===== src/rtl/usb_pkg.sv =====
// usb_pkg: shared types and constants for the USB CRC serializer.
//   crc_mode_t  - CRC selection carried in a packet descriptor
//   ser_state_t - serializer FSM state
//   CRC5/CRC16 generator polynomials and preset values
//   norm_mode() - maps the raw 2-bit mode field onto crc_mode_t (3 -> NONE)
package usb_pkg;

    typedef enum logic [1:0] {
        CRC_NONE = 2'd0,
        CRC_5    = 2'd1,
        CRC_16   = 2'd2
    } crc_mode_t;

    typedef enum logic [1:0] {
        ST_IDLE = 2'd0,
        ST_PID  = 2'd1,
        ST_DATA = 2'd2,
        ST_CRC  = 2'd3
    } ser_state_t;

    localparam logic [4:0]  CRC5_POLY  = 5'h05;
    localparam logic [15:0] CRC16_POLY = 16'h8005;
    localparam logic [4:0]  CRC5_INIT  = 5'h1f;
    localparam logic [15:0] CRC16_INIT = 16'hffff;

    // Encoding 3 is reserved and behaves as "no CRC".
    function automatic crc_mode_t norm_mode(input logic [1:0] raw);
        crc_mode_t m;
        case (raw)
            2'd1:    m = CRC_5;
            2'd2:    m = CRC_16;
            default: m = CRC_NONE;
        endcase
        return m;
    endfunction

endpackage


===== src/rtl/usb_crc_lfsr.sv =====
// usb_crc_lfsr: serial CRC shift register, one payload bit per enabled cycle.
//   clk, rst_b - clock, async active-low reset (register presets to all ones)
//   init       - synchronous preset to all ones (wins over en)
//   en         - shift in bit_in this cycle
//   bit_in     - payload bit
//   crc        - current (uncomplemented) remainder
module usb_crc_lfsr #(
    parameter int           W    = 5,
    parameter logic [W-1:0] POLY = W'(5'h05)
) (
    input  logic         clk,
    input  logic         rst_b,
    input  logic         init,
    input  logic         en,
    input  logic         bit_in,
    output logic [W-1:0] crc
);

    logic [W-1:0] crc_q;
    logic         fb;

    assign fb  = crc_q[W-1] ^ bit_in;
    assign crc = crc_q;

    always_ff @(posedge clk or negedge rst_b) begin
        if (!rst_b) begin
            crc_q <= '1;
        end else if (init) begin
            crc_q <= '1;
        end else if (en) begin
            crc_q <= {crc_q[W-2:0], 1'b0} ^ (fb ? POLY : '0);
        end
    end

endmodule


===== src/rtl/usb_crc_serializer.sv =====
// usb_crc_serializer: turns a packet descriptor (PID, payload, length, CRC
// mode) into one serial stream: PID (LSB first), payload (bit 0 first), then
// the complemented CRC5/CRC16 (MSB first).
//   clk, rst_b             - clock, async active-low reset
//   in_valid/in_ready      - descriptor handshake; in_ready only in IDLE
//   in_pid/in_data/in_len/in_crc_mode - descriptor fields (len clamped)
//   out_valid/out_ready    - bit handshake; a bit moves when both are high
//   out_bit/out_last       - serial bit and end-of-packet marker
//   busy                   - packet in flight
//   dbg_state              - current FSM state
//   crc_value/crc_done     - only with USB_CRC_SNOOP_EN: transmitted CRC and a
//                            one-cycle pulse after the last bit is accepted
// Handshake: a transfer happens on a rising edge where valid and ready are both
// high; while valid is high and ready is low, the offered bit/last stay fixed.
module usb_crc_serializer
    import usb_pkg::*;
#(
    parameter int MAX_DATA_BITS = 64,
    parameter int LEN_W         = $clog2(MAX_DATA_BITS + 1)
) (
    input  logic                     clk,
    input  logic                     rst_b,
    input  logic                     in_valid,
    output logic                     in_ready,
    input  logic [7:0]               in_pid,
    input  logic [MAX_DATA_BITS-1:0] in_data,
    input  logic [LEN_W-1:0]         in_len,
    input  logic [1:0]               in_crc_mode,
    output logic                     out_valid,
    input  logic                     out_ready,
    output logic                     out_bit,
    output logic                     out_last,
    output logic                     busy,
`ifdef USB_CRC_SNOOP_EN
    output logic [15:0]              crc_value,
    output logic                     crc_done,
`endif
    output ser_state_t               dbg_state
);

    localparam int CW = LEN_W + 1;

    ser_state_t               state_q;
    logic [7:0]               pid_q;
    logic [MAX_DATA_BITS-1:0] data_q;
    logic [LEN_W-1:0]         len_q;
    crc_mode_t                mode_q;
    logic [CW-1:0]            cnt_q;

    logic [4:0]  crc5;
    logic [15:0] crc16;
    logic        accept, fire;
    logic        has_crc, pid_last, data_last, crc_last;
    logic [15:0] crc_word;
    logic        crc_bit;
    logic [CW-1:0]    crc_last_idx;
    logic [LEN_W-1:0] len_clamped;

    assign accept  = in_valid && (state_q == ST_IDLE);
    assign fire    = (state_q != ST_IDLE) && out_ready;
    assign has_crc = (mode_q != CRC_NONE);

    assign len_clamped = (in_len > LEN_W'(MAX_DATA_BITS)) ? LEN_W'(MAX_DATA_BITS) : in_len;

    assign pid_last     = (cnt_q == CW'(7));
    assign data_last    = ((cnt_q + CW'(1)) == {1'b0, len_q});
    assign crc_last_idx = (mode_q == CRC_5) ? CW'(4) : CW'(15);
    assign crc_last     = (cnt_q == crc_last_idx);

    // CRC5 is left-aligned into the 16-bit word so both widths emit from bit 15
    // downwards, indexed by the CRC-phase bit counter.
    assign crc_word = (mode_q == CRC_5) ? {crc5, 11'b0} : crc16;
    assign crc_bit  = |(crc_word & (16'h8000 >> cnt_q));

    usb_crc_lfsr #(.W(5), .POLY(CRC5_POLY)) u_crc5 (
        .clk    (clk),
        .rst_b  (rst_b),
        .init   (accept),
        .en     (fire && (state_q == ST_DATA) && (mode_q == CRC_5)),
        .bit_in (data_q[0]),
        .crc    (crc5)
    );

    usb_crc_lfsr #(.W(16), .POLY(CRC16_POLY)) u_crc16 (
        .clk    (clk),
        .rst_b  (rst_b),
        .init   (accept),
        .en     (fire && (state_q == ST_DATA) && (mode_q == CRC_16)),
        .bit_in (data_q[0]),
        .crc    (crc16)
    );

    always_ff @(posedge clk or negedge rst_b) begin
        if (!rst_b) begin
            state_q <= ST_IDLE;
            pid_q   <= '0;
            data_q  <= '0;
            len_q   <= '0;
            mode_q  <= CRC_NONE;
            cnt_q   <= '0;
        end else begin
            case (state_q)
                ST_IDLE: begin
                    if (in_valid) begin
                        pid_q   <= in_pid;
                        data_q  <= in_data;
                        len_q   <= len_clamped;
                        mode_q  <= norm_mode(in_crc_mode);
                        cnt_q   <= '0;
                        state_q <= ST_PID;
                    end
                end
                ST_PID: begin
                    if (out_ready) begin
                        pid_q <= pid_q >> 1;
                        if (pid_last) begin
                            cnt_q <= '0;
                            if (len_q != '0)  state_q <= ST_DATA;
                            else if (has_crc) state_q <= ST_CRC;
                            else              state_q <= ST_IDLE;
                        end else begin
                            cnt_q <= cnt_q + CW'(1);
                        end
                    end
                end
                ST_DATA: begin
                    if (out_ready) begin
                        data_q <= data_q >> 1;
                        if (data_last) begin
                            cnt_q   <= '0;
                            state_q <= has_crc ? ST_CRC : ST_IDLE;
                        end else begin
                            cnt_q <= cnt_q + CW'(1);
                        end
                    end
                end
                ST_CRC: begin
                    if (out_ready) begin
                        if (crc_last) begin
                            cnt_q   <= '0;
                            state_q <= ST_IDLE;
                        end else begin
                            cnt_q <= cnt_q + CW'(1);
                        end
                    end
                end
                default: state_q <= ST_IDLE;
            endcase
        end
    end

    // Outputs decode registered state only, so they cannot move during a stall.
    always_comb begin
        out_bit  = 1'b0;
        out_last = 1'b0;
        case (state_q)
            ST_PID: begin
                out_bit  = pid_q[0];
                out_last = pid_last && (len_q == '0) && !has_crc;
            end
            ST_DATA: begin
                out_bit  = data_q[0];
                out_last = data_last && !has_crc;
            end
            ST_CRC: begin
                out_bit  = ~crc_bit;
                out_last = crc_last;
            end
            default: ;
        endcase
    end

    assign out_valid = (state_q != ST_IDLE);
    assign in_ready  = (state_q == ST_IDLE);
    assign busy      = (state_q != ST_IDLE);
    assign dbg_state = state_q;

`ifdef USB_CRC_SNOOP_EN
    always_ff @(posedge clk or negedge rst_b) begin
        if (!rst_b) begin
            crc_value <= '0;
            crc_done  <= 1'b0;
        end else begin
            crc_done <= fire && out_last;
            if (fire && out_last) begin
                case (mode_q)
                    CRC_5:   crc_value <= {11'b0, ~crc5};
                    CRC_16:  crc_value <= ~crc16;
                    default: crc_value <= '0;
                endcase
            end
        end
    end
`endif

endmodule

===== config.mk =====
export PLATFORM = sky130hd
export DESIGN_NAME = usb_crc_serializer
export DESIGN_NICKNAME = d
export VERILOG_FILES = /design/src/rtl/usb_pkg.sv /design/src/rtl/usb_crc_lfsr.sv /design/src/rtl/usb_crc_serializer.sv
export SDC_FILE = /design/constraint.sdc
export NUM_CORES = 1
export LEC_CHECK = 0
export CAP_MARGIN = 20
export CORE_UTILIZATION = 40
export CTS_BUF_LIST = sky130_fd_sc_hd__clkbuf_16
export DETAILED_ROUTE_END_ITERATION = 8
export PLACE_DENSITY_LB_ADDON = 0.15
export SYNTH_ARGS = -nofsm -noshare
export SYNTH_HDL_FRONTEND = slang
export SYNTH_SLANG_ARGS = --single-unit
export TNS_END_PERCENT = 30

===== constraint.sdc =====
create_clock -name clk -period 2.58 [get_ports clk]
set_input_delay 0.516 -clock clk [delete_from_list [all_inputs] [get_ports clk]]
set_output_delay 0.516 -clock clk [all_outputs]
set_load 0.05 [all_outputs]

---- Word-level counts from Yosys, hierarchy flattened ----
Index checks and enable logic that the tools add are counted.
W data, S select, Z words.
word-level totals
  flip-flop bits (word level) ............. 112
  input port bits ......................... 85
  output and inout bits ................... 7
  logic and storage cells ................. 94
cells by class
  add/subtract/negate cells ............... 1
  magnitude comparators ................... 1
  equality and inequality tests ........... 17
  shift operators ......................... 1
  multiplexer cells ....................... 36
  bitwise logic cells ..................... 6
  reductions and logical operators ........ 24
operators by type and width
  operator                 number
  $mux W64                 2
  $pmux W64 S2             1
  $mux W8                  9
  $mux W16                 4
  $pmux W8 S4              1
  $mux W2                  9
  $and A16 B16 Y16         1
  $pmux W8 S2              1
  $reduce_or A16 Y1        1
  $shr A16 B8 Y16 const A  1
  $xor A16 B16 Y16         1
  $ne A2 B2 Y1 const B     7
  $reduce_bool A2 Y1       6
  $mux W5                  2
  $add A8 B1 Y8 const B    1
  $eq A2 B2 Y1 const B     4
  $eq A8 B3 Y1 const B     1
  $eq A8 B4 Y1             1
  $eq A8 B7 Y1             1
  $logic_and A1 B1 Y1      8
  $pmux W2 S4              1
  $gt A7 B7 Y1 const B     1
  $logic_not A7 Y1         1
  $mux W7                  1
  other kinds (15)         20

---- Logic depth before layout (Yosys ltp) ----
Gate-level depths: netlist (run 1).
  depth after elaboration ................. 6
  gate-level depth with buffers ........... 10

---- By module ----
A second synthesis (run 1) with hierarchy kept.
unflattened totals
  cell total of the unflattened synthesis .. 580
  area, all modules ....................... 5,928.2 µm²
modules (own cells, without submodules)
  module                  times used  cells an instance  area an instance (µm²)  seq. area each (µm²)
  usb_crc_serializer      1           506                4,954.8                 2,277.2
  usb_crc_lfsr (u_crc16)  1           56                 726.9                   420.4
  usb_crc_lfsr (u_crc5)   1           18                 246.5                   131.4

---- Worst setup path after synthesis (run 1) ----
OpenSTA, ideal clock, no wires.
  path type ............................... flip-flop to output port
  start point ............................. reg state_q[0] (netlist: dbg_state[0])
  end point ............................... out out_last
  data arrival time ....................... 3.026 ns
  required time ........................... 2.064 ns
  setup slack ............................. -0.962 ns
  stages on the path, launching flop included .. 8
  path buffers ............................ 3
  cells stage by stage .................... dfrtp_1 inv_1 ha_1 clkbuf_1 buf_1 buf_1 o2111ai_1 a21oi_1
on the way
  word-level cells in the longest chain between the ends .. 2
ends and longest elaborated chain
  what                                          line                       RTL
  from (decl)                                   usb_crc_serializer.sv:43   ser_state_t state_q;
  from (signal assigned)                        usb_crc_serializer.sv:131  state_q <= has_crc ? ST_CRC : ST_IDLE;
  $eq A2 B2 Y1 or $eq A2 B1 Y1 (tied branches)  usb_crc_serializer.sv:156  case (state_q)
  $pmux W1 S3 *                                 usb_crc_serializer.sv:156
  to (decl)                                     usb_crc_serializer.sv:32   output logic out_last,
Mark *: on every way between the ends. The rest lies on a longest branch, timed or not.

---- Worst setup path after layout (run 1) ----
  start point ............................. reg cnt_q[1]
  end point ............................... out out_last
on the way
  word-level cells in the longest chain between the ends .. 4
ends and longest elaborated chain
  what                                                 line                                                  RTL
  from (decl)                                          usb_crc_serializer.sv:48                              logic [CW-1:0] cnt_q;
  from (signal assigned)                               usb_crc_serializer.sv:122                             cnt_q <= cnt_q + CW'(1);
  from (signal assigned)                               usb_crc_serializer.sv:133                             cnt_q <= cnt_q + CW'(1);
  from (signal assigned)                               usb_crc_serializer.sv:143                             cnt_q <= cnt_q + CW'(1);
  $add A8 B1 Y8 or $eq A8 B3 Y1 (tied branches)        usb_crc_serializer.sv:66, usb_crc_serializer.sv:65
  $eq A8 B7 Y1 or $logic_and A1 B1 Y1 (tied branches)  usb_crc_serializer.sv:66, usb_crc_serializer.sv:159
  $logic_and A1 B1 Y1 (on tied branches)               usb_crc_serializer.sv:163, usb_crc_serializer.sv:159
  $pmux W1 S3 *                                        usb_crc_serializer.sv:156
Marked as above.

==> results.env, run 1 <==
GLOBAL_ROUTE.USAGE.MET1=0.223
MET3_USAGE_GRT=0.0529
DIE_HEIGHT_UM=122
DETAIL_ROUTE.WL_PER_CELL_UM=14.9
BOUNDARYPINS=92
FINAL_ANTENNA_NET_COUNT=0
VIASPERCELL=5.23
SYN-NUM-NETS=679
CLK_ROOT_BUFFER_CELL='clkbuf_16'
CLOCK_SKEW_NS=0.00827
CRITICAL_PATH.STARTPOINT_TYPE='register'
GLOBAL_ROUTE_WIRE_LENGTH_BEFORE_REPAIR_MM=21.1
VIAS=4488
GR-USAGE-ALL-LAYERS=0.181
TIMING.CRITICAL_PATH.REQUIRED_NS=2.06
TOTAL_DIE_AREA_UM2=14900
GRT_USE_MET2=0.299
AREA_DELTA_SYNTH_FINAL_PCT=27.5
DETAILED_PLACE_HPWL_MM=8.88
DRT_ITER0_DRC=346
MAX-CLOCK-PATH-BUFFERS=2
SYNTHESIS.INSTANCES=589
PLACEMENT.CELL_AREA_UM2=7010
YS.WARNINGS.COUNT=0
DIEWIDTH_UM=122
DRT_PRE_ANTENNA_ITERS=4
YOSYS.AREA_SHARE.SIMPLE=0.151
SYNTHARSTFLOPSHARE=1.00
SYNTH_CELL_TYPES=55
TIMING_WORST_SETUP_PATH_TYPE='register to output port'
WORST_SLEW_PIN_SLEW_NS=0.592
POWER.STATIC_LEAKAGE_nW=2.91
NUMBER_OF_ENDPOINTS_WITH_NEGATIVE_HOLD_SLACK_IN_THE_FINAL_REPORT=0
FAILED_CHECKS='setup timing'
DRV.MAX_CAP_VIOLATION_COUNT=0
TOTALPOWERFINAL_mW=8.25
YOSYSSEQAREASHARE=0.490
INITIAL_ANTENNA_VIOLATION_COUNT=0
CRITPATHCAPTURETYPE='output port'
MAX_SLEW_HEADROOM_AT_THE_WORST_PIN=0.605
TIMING.HOLD.WORST.CLASS='primary input to async pin'
PEAK_IR_DROP_ON_THE_VDD_NETWORK_V=0.000796
TOTAL_SETUP_VIOLATIONS_REPORTED_AT_THE_END_OF_THE_FLOW=2
DP.CELLS=840
NUM_ANTENNA_CELLS=0
NUMCTSBUFFERS=9
RSZ_0062_RAISED_AFTER_GLOBAL_ROUTING='yes'
POSTSYNTHAREAPERCELL_UM2=9.79
PRECTSSETUPSLACK_NS=-0.0632
NETLIST_AREA_UM2=5770
SYNTH_TOP_FAMILY_BY_AREA='multiplexers'
NUM-NETS-FINAL=763
CRITICAL_PATH.MAX_FANOUT=4
GRT-OVFL-TOTAL=0
CORE_AREA_UM2=14000
CTSHTREEMAXLEVEL=3
FINALMAXSLEWVIOLATIONS=0
ROWS=43
SYNTHMUXAREASHARE=0.154
START_UTIL=0.412
DRT_WL_TOTAL_MM=12.8
CP_DATA_ARRIVAL_TIME_NS=2.41
FIN_UTIL=0.526
SYNTHADDERAREAFRAC=0.0108
FINALINSTANCEAREA_UM2=7360
CTS.REPORTEDPATHS.CLKPINSLEW_NS=0.07
GLOBALPLACE.CONGESTION=0.833
SYNTH_XOR_AREA_FRAC=0.0243
PERIOD_SHARE=1.13
MULTI_INPUT_AREA_UM2=2830
NUMBER_OF_GLOBAL_ROUTE_VIAS_BEFORE_REPAIR=4377
TRITONCTS_NUM_SINKS=112
REG2REG_SLACK_NS=0.19
OUTCOME='finished with violations'
GRT_MOST_USED_LAYER='met2'
SYNTH_ENABLE_FLOP_CELLS=0
FILLER_CELL_COUNT=1284
CLOCK_INSERTION_DELAY_WORST_SKEW_NS=0.35
SYNTH.FF_LATCH_COUNT=112
DRIVE_GT1_FRAC=0.137
SEQ_AREA_UM2=2830
POSTCTSHOLDBUFS=0
SYNTH-COMPOUND-AREA-SHARE=0.133
FIN_WS_NS=-0.342
MAXCLOCKFREQUENCY_MHz=342
IO_BUFFER_COUNT=91
TRITONCTS='built'
POWER_DENSITY_nW_PER_UM2=1120
DRC=0
SYNTH_FLOP_TYPE='dfrtp_1'
MAXIMUM_NUMBER_OF_PINS_ON_ONE_NET_BEFORE_GLOBAL_ROUTE_REPAIR=129
FINAL_PERIOD_MINUS_WORST_SETUP_SLACK_NS=2.92
POST_ROUTE_NON_FILLER_STANDARD_CELL_COUNT=858
[sequential cells by signal (all words and copies together) (netlist names)]
name and cells:
data_q 64, u_crc16.crc 16, cnt_q 8, pid_q 8, len_q 7, u_crc5.crc 5, dbg_state 2, mode_q 2
[final timing paths]
kind	startpoint	end	cells after the start
worst max-delay path	cnt_q[1]	out_last	9
worst min-delay path	rst_b	len_q[3]	1
worst max register to register	cnt_q[3]	cnt_q[3]	7
worst min register to register	u_crc16.crc[10]	u_crc16.crc[11]	2
max in group asynchronous	rst_b	data_q[47]	2
min in group clk	u_crc16.crc[10]	u_crc16.crc[11]	2
[per-stage QoR]
step                      setup TNS (ns)  hold slack [ns]
after global routing              -0.915           0.0938
after detailed placement         -0.0632            0.468
after floorplan                   -0.173            0.220
after CTS                         -0.660           0.0855
final                             -0.603           0.0799
after global placement           -0.0212            0.465
[final cells by class]
cell class,count,share of cell area
Clock buffer,9,0.0306
Clock inverter,7,0.00595
Inverter,8,0.00442
Multi-Input combinational cell,425,0.384
Sequential cell,112,0.385
Tap cell,180,0.0306
Timing Repair Buffer,117,0.159
[repair_timing]
action / CTS / global route
setup buffers: 3 / 0
setup endpoints to repair: 2 / 2
pin swaps: 8 / 0
endpoints found under the hold margin: 0 / 0
gates resized for setup: 7 / 2
[metal layers]
metal | wire, um | vias to the layer above
li1 | - | 2216
met1 | 5760 | 2155
met2 | 6140 | 97
met3 | 594 | 20
met4 | 260 | 0
met5 | 0 | -
[layout by cell type (no fill, tap or decap), types with 9 or more instances in the layout]
master	netlist	routed
mux2i_1	74	74
clkbuf_16	0	9
a21oi_1	77	75
nand2b_1	14	13
nor2_1	79	79
nand2_1	56	56
xnor2_1	11	9
inv_1	7	10
nand3_1	18	18
dfrtp_1	91	88
o21ai_0	21	19
buf_4	1	24
clkdlybuf4s50_1	0	87
dfstp_2	21	21
[critical path, stage by stage, from the launching register on]
cell and delay (ns):
dfrtp_1 0.40, and2_4 0.20, buf_12 0.13, xor2_1 0.13, o22ai_1 0.14, a221oi_2 0.11
o41ai_4 0.41, o2111ai_2 0.19, a21oi_4 0.19, buf_12 0.15
[where the power goes]
| part | total [mW] | switching (mW) | leakage [nW] | internal [mW] |
|---|---|---|---|---|
| Sequential | 3.09 | 0.510 | 1.26 | 2.58 |
| Combinational | 3.86 | 2.19 | 1.51 | 1.67 |
| Clock | 1.29 | 0.642 | 0.143 | 0.653 |
[kinds of logic after synthesis]
logic type	count (synthesis)
AO/OA/AOI/OAI	128
XOR/XNOR	16
adder cells (fa/ha/maj)	5
buffers and inverters	52
flip-flops	112
multiplexers	83
AND/OR/NAND/NOR	193
[cell usage after synthesis, types with 3 or more instances]
| cell type | count | share of area |
|---|---|---|
| xor2_1 | 5 | 0.0076 |
| nor3_1 | 4 | 0.0035 |
| dfstp_2 | 21 | 0.096 |
| mux4_2 | 4 | 0.016 |
| nor4_1 | 3 | 0.0033 |
| mux2_2 | 3 | 0.0059 |
| nand2_1 | 56 | 0.036 |
| inv_1 | 7 | 0.0046 |
| o21ai_0 | 21 | 0.018 |
| mux2i_1 | 74 | 0.13 |
| nor2b_1 | 3 | 0.0033 |
| xnor2_1 | 11 | 0.017 |
| a21oi_1 | 77 | 0.067 |
| nand2b_1 | 14 | 0.015 |
| a22o_1 | 3 | 0.0046 |
| dfrtp_1 | 91 | 0.39 |
| nor2_1 | 79 | 0.051 |
| clkbuf_1 | 35 | 0.023 |
| buf_1 | 5 | 0.0033 |
| nand3_1 | 18 | 0.016 |
| and2_1 | 3 | 0.0033 |
| ha_1 | 5 | 0.011 |
| o211ai_1 | 3 | 0.0039 |
No activity file was read; power rests on OpenSTA's default activity.
==> run 2: changes to the inputs <==
- CAP_MARGIN: 20 -> not set
- REMOVE_ABC_BUFFERS: not set -> 1
==> results.env, run 2 (synthesis gave the netlist of run 1 again) <==
P_SEQ_FRAC=0.373  # -0.002
OUTCOME='finished with violations'
NUM-NETS-FINAL=772  # +1.2%
REG2REG_SLACK_NS=0.28  # +0.09 ns
START_UTIL=0.412  # unchanged
DRV.MAX_CAP_VIOLATION_COUNT=0  # unchanged
FIN_HOLD_WS_NS=0.143  # +0.0633 ns
LARGEST-REGISTER='data_q'
CLK_ROOT_BUFFER_CELL='clkbuf_16'
PWR-SHARE-COMB=0.469  # about the same
DRT_ITER0_DRC=265  # -23%
CLOCK_SKEW_NS=0.00545  # -0.00283 ns
VIAS=4475  # -0.29%
TOTAL_SETUP_VIOLATIONS_REPORTED_AT_THE_END_OF_THE_FLOW=2  # unchanged
POSTCTSHOLDBUFS=0  # unchanged
CTS.REPORTEDPATHS.CLKPINSLEW_NS=0.07  # about the same
POWER_DENSITY_nW_PER_UM2=1120  # -0.28%
LARGEST_REGISTER_FFS=64  # unchanged
NET-SWITCHING-POWER_mW=3.33  # -0.13%
DETAIL_ROUTE.WL_PER_CELL_UM=15.0  # +0.96%
GR-USAGE-ALL-LAYERS=0.183  # +0.00118
INTERNAL-POWER_mW=4.92  # +0.16%
FINAL_PERIOD_MINUS_WORST_SETUP_SLACK_NS=3.00  # +0.0755 ns
FILLER_CELL_COUNT=1303  # +1.5%
NETSWITCHINGFRACTION=0.404  # -0.000701
WORST_SLEW_PIN_SLEW_NS=0.544  # -0.0476 ns
WORST_R2R_PATH_DEPTH=8  # +1
TIMING.CRITICAL_PATH.REQUIRED_NS=2.06  # about the same
IO_BUFFER_COUNT=91  # unchanged
DETAILED_PLACE_HPWL_MM=8.95  # +0.76%
CRITICAL_PATH.STARTPOINT_TYPE='register'
WORST_R2R_ENDPOINT='cnt_q[6]'
DIE_HEIGHT_UM=122  # unchanged
TIMING_WORST_SETUP_PATH_TYPE='register to output port'
PRECTSSETUPSLACK_NS=-0.136  # -0.0724 ns
TRITONCTS_NUM_SINKS=112  # unchanged
GLOBAL_ROUTE_WIRE_LENGTH_BEFORE_REPAIR_MM=21.1  # +0.20%
FIN_WS_NS=-0.417  # -0.0755 ns
TIMING.HOLD.WORST.CLASS='primary input to async pin'
POST_ROUTE_NON_FILLER_STANDARD_CELL_COUNT=867  # +1.0%
CLOCK_INSERTION_DELAY_WORST_SKEW_NS=0.36  # about the same
INITIAL_ANTENNA_VIOLATION_COUNT=0  # unchanged
MULTI_INPUT_AREA_UM2=2790  # -1.1%
RSZ_0062_RAISED_AFTER_GLOBAL_ROUTING='yes'
MAX_SLEW_HEADROOM_AT_THE_WORST_PIN=0.635  # +0.0303
CRIT_START='cnt_q[0]'
FINAL_COMMON_CELL='dfrtp_1'
DP.CELLS=848  # +0.95%
TOTAL_DIE_AREA_UM2=14900  # unchanged
LAYOUT.CELLS.MOST_COMMON_LIST='dfrtp_1 (87), clkdlybuf4s50_1 (85), nor2_1 (79), a21oi_1 (76), mux2i_1 (74)'
CORE_AREA_UM2=14000  # unchanged
POWER.STATIC_LEAKAGE_nW=2.95  # +1.3%
REGTOREGSTARTPOINT='cnt_q[0]'
BOUNDARYPINS=92  # unchanged
CP_DATA_ARRIVAL_TIME_NS=2.48  # +0.07 ns
MAXIMUM_NUMBER_OF_PINS_ON_ONE_NET_BEFORE_GLOBAL_ROUTE_REPAIR=65  # -50%
CRIT_PATH_TO='out_last'
SEQ_AREA_UM2=2830  # about the same
VIASPERCELL=5.16  # -1.3%
DRT_PRE_ANTENNA_ITERS=4  # unchanged
CRITICAL_PATH.MAX_FANOUT=8  # +4
GLOBALPLACE.CONGESTION=0.827  # -0.77%
TRITONCTS='built'
GRT-OVFL-TOTAL=0  # unchanged
FAILED_CHECKS='setup timing'
CTSHTREEMAXLEVEL=3  # unchanged
CRITPATHCAPTURETYPE='output port'
PERIOD_SHARE=1.16  # +0.0293
DRC=0  # unchanged
FIN_UTIL=0.528  # +0.00170
CLOCK_POWER_SHARE=0.157  # about the same
FINAL_ANTENNA_NET_COUNT=0  # unchanged
NUMBER_OF_ENDPOINTS_WITH_NEGATIVE_HOLD_SLACK_IN_THE_FINAL_REPORT=0  # unchanged
MAXCLOCKFREQUENCY_MHz=334  # -2.5%
NUMBER_OF_GLOBAL_ROUTE_VIAS_BEFORE_REPAIR=4510  # +3.0%
NUMCTSBUFFERS=9  # unchanged
AREA_DELTA_SYNTH_FINAL_PCT=27.9
FINALMAXSLEWVIOLATIONS=0  # unchanged
DIEWIDTH_UM=122  # unchanged
DRT_WL_TOTAL_MM=13.0  # +2.0%
ROWS=43  # unchanged
NUM_ANTENNA_CELLS=0  # unchanged
MAX-CLOCK-PATH-BUFFERS=2  # unchanged
DRIVE_GT1_FRAC=0.148  # +0.0113
PEAK_IR_DROP_ON_THE_VDD_NETWORK_V=0.000492  # -38%
==> run 2: cell types whose count changed in the layout (fill, tap and decap cells not counted), moves of 2 or more <==
| cell | previous run | this run |
|---|---|---|
| xnor2_1 | 9 | 11 |
| clkdlybuf4s50_1 | 87 | 85 |
| inv_6 | 0 | 2 |
| xnor2_2 | 2 | 0 |
| a21oi_4 | 2 | 0 |
| ha_2 | 2 | 0 |
| buf_4 | 24 | 34 |
| buf_6 | 0 | 2 |
==> run 2: cell type report <==
cell class / count / area share
clock buffer: 9 / 0.0305
timing repair buffer: 126 / 0.166
multi-input combinational: 425 / 0.379
sequential: 112 / 0.384
clock inverter: 7 / 0.00576
tap: 180 / 0.0305
inverter: 8 / 0.00407
==> run 2: timing repair <==
| item | CTS | global route |
|---|---|---|
| resized for setup | 4 | 14 |
| endpoints found under the setup margin | 2 | 2 |
| buffers inserted | 0 | 3 |
| pin swaps | 0 | 6 |
==> run 2: worst min path at each step <==
stage                       to  depth (start not counted)             from  slack, ns
5_1_grt             data_q[28]                          1            rst_b       0.17
2_1_floorplan         cnt_q[0]                          0            rst_b       0.22
4_1_cts             data_q[13]                          1            rst_b       0.15
3_5_place_dp   u_crc16.crc[11]                          2  u_crc16.crc[10]       0.49
6_report            data_q[13]                          1            rst_b       0.14
3_3_place_gp    u_crc16.crc[7]                          2   u_crc16.crc[6]       0.48
==> run 2: power groups by stage <==
| stage | Sequential [mW] | Combinational, mW | Clock (mW) |
|---|---|---|---|
| final | 3.08 | 3.87 | 1.30 |
| after global placement | 3.06 | 3.70 | 0 |
| after floorplan | 3.05 | 2.69 | 0 |
| after global routing | 3.18 | 4.32 | 1.40 |
| after detailed placement | 3.09 | 3.81 | 0 |
| after CTS | 3.08 | 3.84 | 1.34 |
==> run 2: worst max-delay path, stage by stage (launching register included) <==
cell       delay, ns
dfrtp_2         0.44
ha_4            0.20
buf_6           0.12
a211oi_4        0.26
a311oi_2        0.09
o41ai_4         0.45
o2111ai_2       0.18
a21oi_2         0.22
buf_12          0.16
==> run 2: per-stage QoR <==
stage | TNS [ns] | cell area, um2 | power (mW)
after global placement | -0.102 | 7030 | 6.76
after global routing | -0.959 | 7380 | 8.90
after detailed placement | -0.136 | 7030 | 6.90
after CTS | -0.688 | 7300 | 8.26
after floorplan | -262.51 | 5580 | 5.74
final | -0.687 | 7380 | 8.25
==> run 2: layer usage <==
metal | vias up | global-route usage | part of all wire | wire, um
met3 | 13 | 0.0688 | 0.064 | 835
met2 | 85 | 0.315 | 0.50 | 6560
met1 | 2146 | 0.211 | 0.42 | 5460
met4 | 0 | 0.0526 | 0.012 | 159
met5 | - | 0 | 0 | 0
li1 | 2231 | - | - | -
==> run 3: changes to the inputs <==
- ABC_AREA: not set -> 1
- HOLD_SLACK_MARGIN: not set -> 0.1
==> results.env, run 3 <==
NETLIST.TOP_CELL.BY_AREA='dfrtp_1'
VIAS=5072  # +13%
SYNTH_XOR_AREA_FRAC=0.00912  # -0.0152
POST_ROUTE_NON_FILLER_STANDARD_CELL_COUNT=1009  # +16%
TIMING.CRITICAL_PATH.REQUIRED_NS=2.06  # about the same
NUM-NETS-FINAL=914  # +18%
TOTAL_DIE_AREA_UM2=14900  # -0.13%
DETAILED_ROUTE_WIRELENGTH_ON_METAL2_MM=6.51  # -0.67%
NUMBER_OF_GLOBAL_ROUTE_VIAS_BEFORE_REPAIR=4950  # +9.8%
DIEWIDTH_UM=122  # about the same
TOTALPOWERFINAL_mW=8.04  # -2.5%
DRV.MAX_CAP_VIOLATION_COUNT=0  # unchanged
SYNTH_ENABLE_FLOP_CELLS=0  # unchanged
TIMING.HOLD.WORST.CLASS='primary input to async pin'
FIN_TNS_SETUP_NS=0  # +0.687 ns
MET3ROUTEDLENGTH_UM=607  # -27%
GRT-OVFL-TOTAL=0  # unchanged
SYNTHESIS.INSTANCES=743  # +26%
START_UTIL=0.412  # -0.000537
DRIVE_GT1_FRAC=0.133  # -0.0158
POWER_DENSITY_nW_PER_UM2=1090  # -2.5%
CP_DATA_ARRIVAL_TIME_NS=2.06  # -0.42 ns
CTSHTREEMAXLEVEL=3  # unchanged
NETLIST_TOP_CELLS_COUNT='nand2_1 (230), nor2_1 (102), dfrtp_1 (91)'
FINAL_PERIOD_MINUS_WORST_SETUP_SLACK_NS=2.58  # -0.418 ns
GR-USAGE-ALL-LAYERS=0.197  # +0.0140
CLOCK_SKEW_NS=0.00835  # +0.00290 ns
GLOBAL_ROUTE_WIRE_LENGTH_BEFORE_REPAIR_MM=23.1  # +9.6%
FILLER_CELL_COUNT=1383  # +6.1%
SYNTHARSTFLOPSHARE=1.00  # unchanged
DRC=0  # unchanged
GLOBALPLACE.CONGESTION=0.817  # -1.2%
DRT_PRE_ANTENNA_ITERS=6  # +2
CRITICAL_PATH.MAX_FANOUT=5  # -3
POSTSYNTHAREAPERCELL_UM2=7.75  # -21%
PEAK_IR_DROP_ON_THE_VDD_NETWORK_V=0.000470  # -4.5%
SYNTH_MOST_COMMON_CELL='nand2_1'
TIMING.CRITICAL_PATH.MAX_DELAY_FAMILY='simple AND/OR/NAND/NOR gates'
TRITONCTS='built'
DRT_WL_TOTAL_MM=13.6  # +4.8%
LAYOUT.CELLS.MOST_COMMON_LIST='nand2_1 (224), nor2_1 (99), dfrtp_1 (87), clkdlybuf4s50_1 (85), a31oi_1 (70)'
CLK_ROOT_BUFFER_CELL='clkbuf_16'
POWER.STATIC_LEAKAGE_nW=3.20  # +8.7%
FINALMAXSLEWVIOLATIONS=0  # unchanged
INITIAL_ANTENNA_VIOLATION_COUNT=0  # unchanged
DETAILED_PLACE_HPWL_MM=9.64  # +7.7%
BOUNDARYPINS=92  # unchanged
MAXIMUM_NUMBER_OF_PINS_ON_ONE_NET_BEFORE_GLOBAL_ROUTE_REPAIR=67  # +3.1%
CRIT_CHAIN='nor2_2 -> nand3_1 -> nor4_4 -> nand2_1 -> a21oi_1 -> nand2_2 -> a21oi_4 -> buf_12'
SYNTH_FLOP_TYPE='dfrtp_1'
FIN_WS_NS=0.000493  # +0.418 ns
CRITPATHCAPTURETYPE='output port'
IO_BUFFER_COUNT=91  # unchanged
TRITONCTS_NUM_SINKS=112  # unchanged
DP.CELLS=990  # +17%
TIMING_WORST_SETUP_PATH_TYPE='register to output port'
HIGHEST-SIGNAL-LAYER='met4'
MAX_STAGE_DELAY_NS=0.41  # -0.04 ns
LARGEST-REGISTER='data_q'
AREA_DELTA_SYNTH_FINAL_PCT=28.0  # about the same
SYNTH_TOP_FAMILY_BY_AREA='simple AND/OR/NAND/NOR gates'
SYNTH.AREA.TOP_CELLS='dfrtp_1 (40%), nand2_1 (15%), dfstp_2 (9.6%)'
LARGEST_REGISTER_FFS=64  # unchanged
MAXCLOCKFREQUENCY_MHz=388  # +16%
RSZ_0062_RAISED_AFTER_GLOBAL_ROUTING='yes'
CTS.REPORTEDPATHS.CLKPINSLEW_NS=0.07  # about the same
DETAIL_ROUTE.WL_PER_CELL_UM=13.5  # -9.9%
FINAL_COMMON_CELL='nand2_1'
TOTAL_SETUP_VIOLATIONS_REPORTED_AT_THE_END_OF_THE_FLOW=0  # -2
YOSYSSEQAREASHARE=0.491  # +0.000639
NETLIST_AREA_UM2=5760  # -0.13%
PRECTSSETUPSLACK_NS=0.132  # +0.268 ns
SYNTHMUXAREASHARE=0  # -0.154
YS.WARNINGS.COUNT=0  # unchanged
MAX-CLOCK-PATH-BUFFERS=2  # unchanged
WL_MET1_MM=6.39  # +17%
DRT_ITER0_DRC=293  # +11%
WORST_SLEW_PIN_SLEW_NS=0.683  # +0.139 ns
CLOCK_INSERTION_DELAY_WORST_SKEW_NS=0.36  # about the same
NUM_ANTENNA_CELLS=0  # unchanged
VIASPERCELL=5.03  # -2.6%
OUTCOME='completed'
YOSYS.AREA_SHARE.SIMPLE=0.276  # +0.125
CPMAXSTAGEDELAYCELL='dfrtp_1'
SYNTHADDERAREAFRAC=0.0109  # +0.0000141
CORE_AREA_UM2=14000  # unchanged
SYNTH.FF_LATCH_COUNT=112  # unchanged
FINAL_ANTENNA_NET_COUNT=0  # unchanged
CRITPATHBUFINV=1  # -1
PERIOD_SHARE=1.00  # -0.162
ROWS=43  # unchanged
NUMCTSBUFFERS=9  # unchanged
MAX_SLEW_HEADROOM_AT_THE_WORST_PIN=0.545  # -0.0902
SYNTH_CELL_TYPES=33  # -40%
DIE_HEIGHT_UM=122  # about the same
NUMBER_OF_ENDPOINTS_WITH_NEGATIVE_HOLD_SLACK_IN_THE_FINAL_REPORT=0  # unchanged
SYNTH-COMPOUND-AREA-SHARE=0.142  # +0.00908
SYNTHDOMINANTCELLAREASHARE=0.395  # +0.000515
CRITICAL_PATH.STARTPOINT_TYPE='register'
==> run 3: cell count changes after synthesis, moves of 15 or more <==
cell,before,now
o21ai_0,21,47
a21oi_1,77,12
nand2_1,56,230
mux2i_1,74,0
inv_1,7,43
nand3_1,18,37
nor2_1,79,102
a31oi_1,1,70
clkbuf_1,35,20
==> run 3: final cells by class <==
| cell class | count | area, um2 | share of cell area |
|---|---|---|---|
| timing repair buffer | 112 | 1140 | 0.154 |
| inverter | 48 | 186 | 0.0253 |
| tap | 180 | 225 | 0.0305 |
| clock buffer | 9 | 225 | 0.0305 |
| sequential | 112 | 2830 | 0.384 |
| multi-input combinational | 541 | 2660 | 0.360 |
| clock inverter | 7 | 113 | 0.0153 |
==> run 3: worst paths after layout <==
path / start / endpoint / cells after the start / slack (ns)
min: rst_b / data_q[2] / 1 / 0.09
min in group clk: u_crc16.crc[3] / u_crc16.crc[3] / 2 / 0.51
max in group asynchronous: rst_b / u_crc5.crc[2] / 2 / 1.85
min reg2reg: u_crc16.crc[3] / u_crc16.crc[3] / 2 / 0.51
max reg2reg: dbg_state[1] / pid_q[1] / 8 / 0.44
max: cnt_q[5] / out_last / 8 / 0.0005
==> run 3: layer usage <==
layer	track usage	up-vias
met5	0	-
met4	0.0432	0
met3	0.0492	9
met2	0.332	108
met1	0.253	2350
li1	-	2605
==> run 3: power by group <==
part           switching (mW)  internal [mW]
Clock                   0.690          0.874
Combinational            2.03           1.31
Sequential              0.485           2.65
==> run 3: kinds of logic (layout without fill, tap and decap cells) <==
| group | Yosys count | count (layout) |
|---|---|---|
| AOI/OAI and AO/OA | 140 | 140 |
| xor gates and xnor gates | 6 | 6 |
| adders and majority gates | 5 | 5 |
| buffers and inverters | 90 | 176 |
| DFF | 112 | 112 |
| and+or+nand+nor | 390 | 390 |
==> run 3: metrics by stage <==
stage,util,cell area (um2),hold slack [ns]
2_1_floorplan,-,5530,0.220
3_3_place_gp,0.491,6870,0.487
3_5_place_dp,0.491,6870,0.488
4_1_cts,0.524,7320,0.105
5_1_grt,0.527,7380,0.119
6_report,0.527,7380,0.0933
==> run 3: what timing repair did <==
action / in CTS / in global routing
setup buffers: 3 / 0
cloned: 0 / 0
setup endpoints to repair: 2 / 2
pin swaps: 10 / 10
hold buffers: 0 / 0
resized for setup: 29 / 13
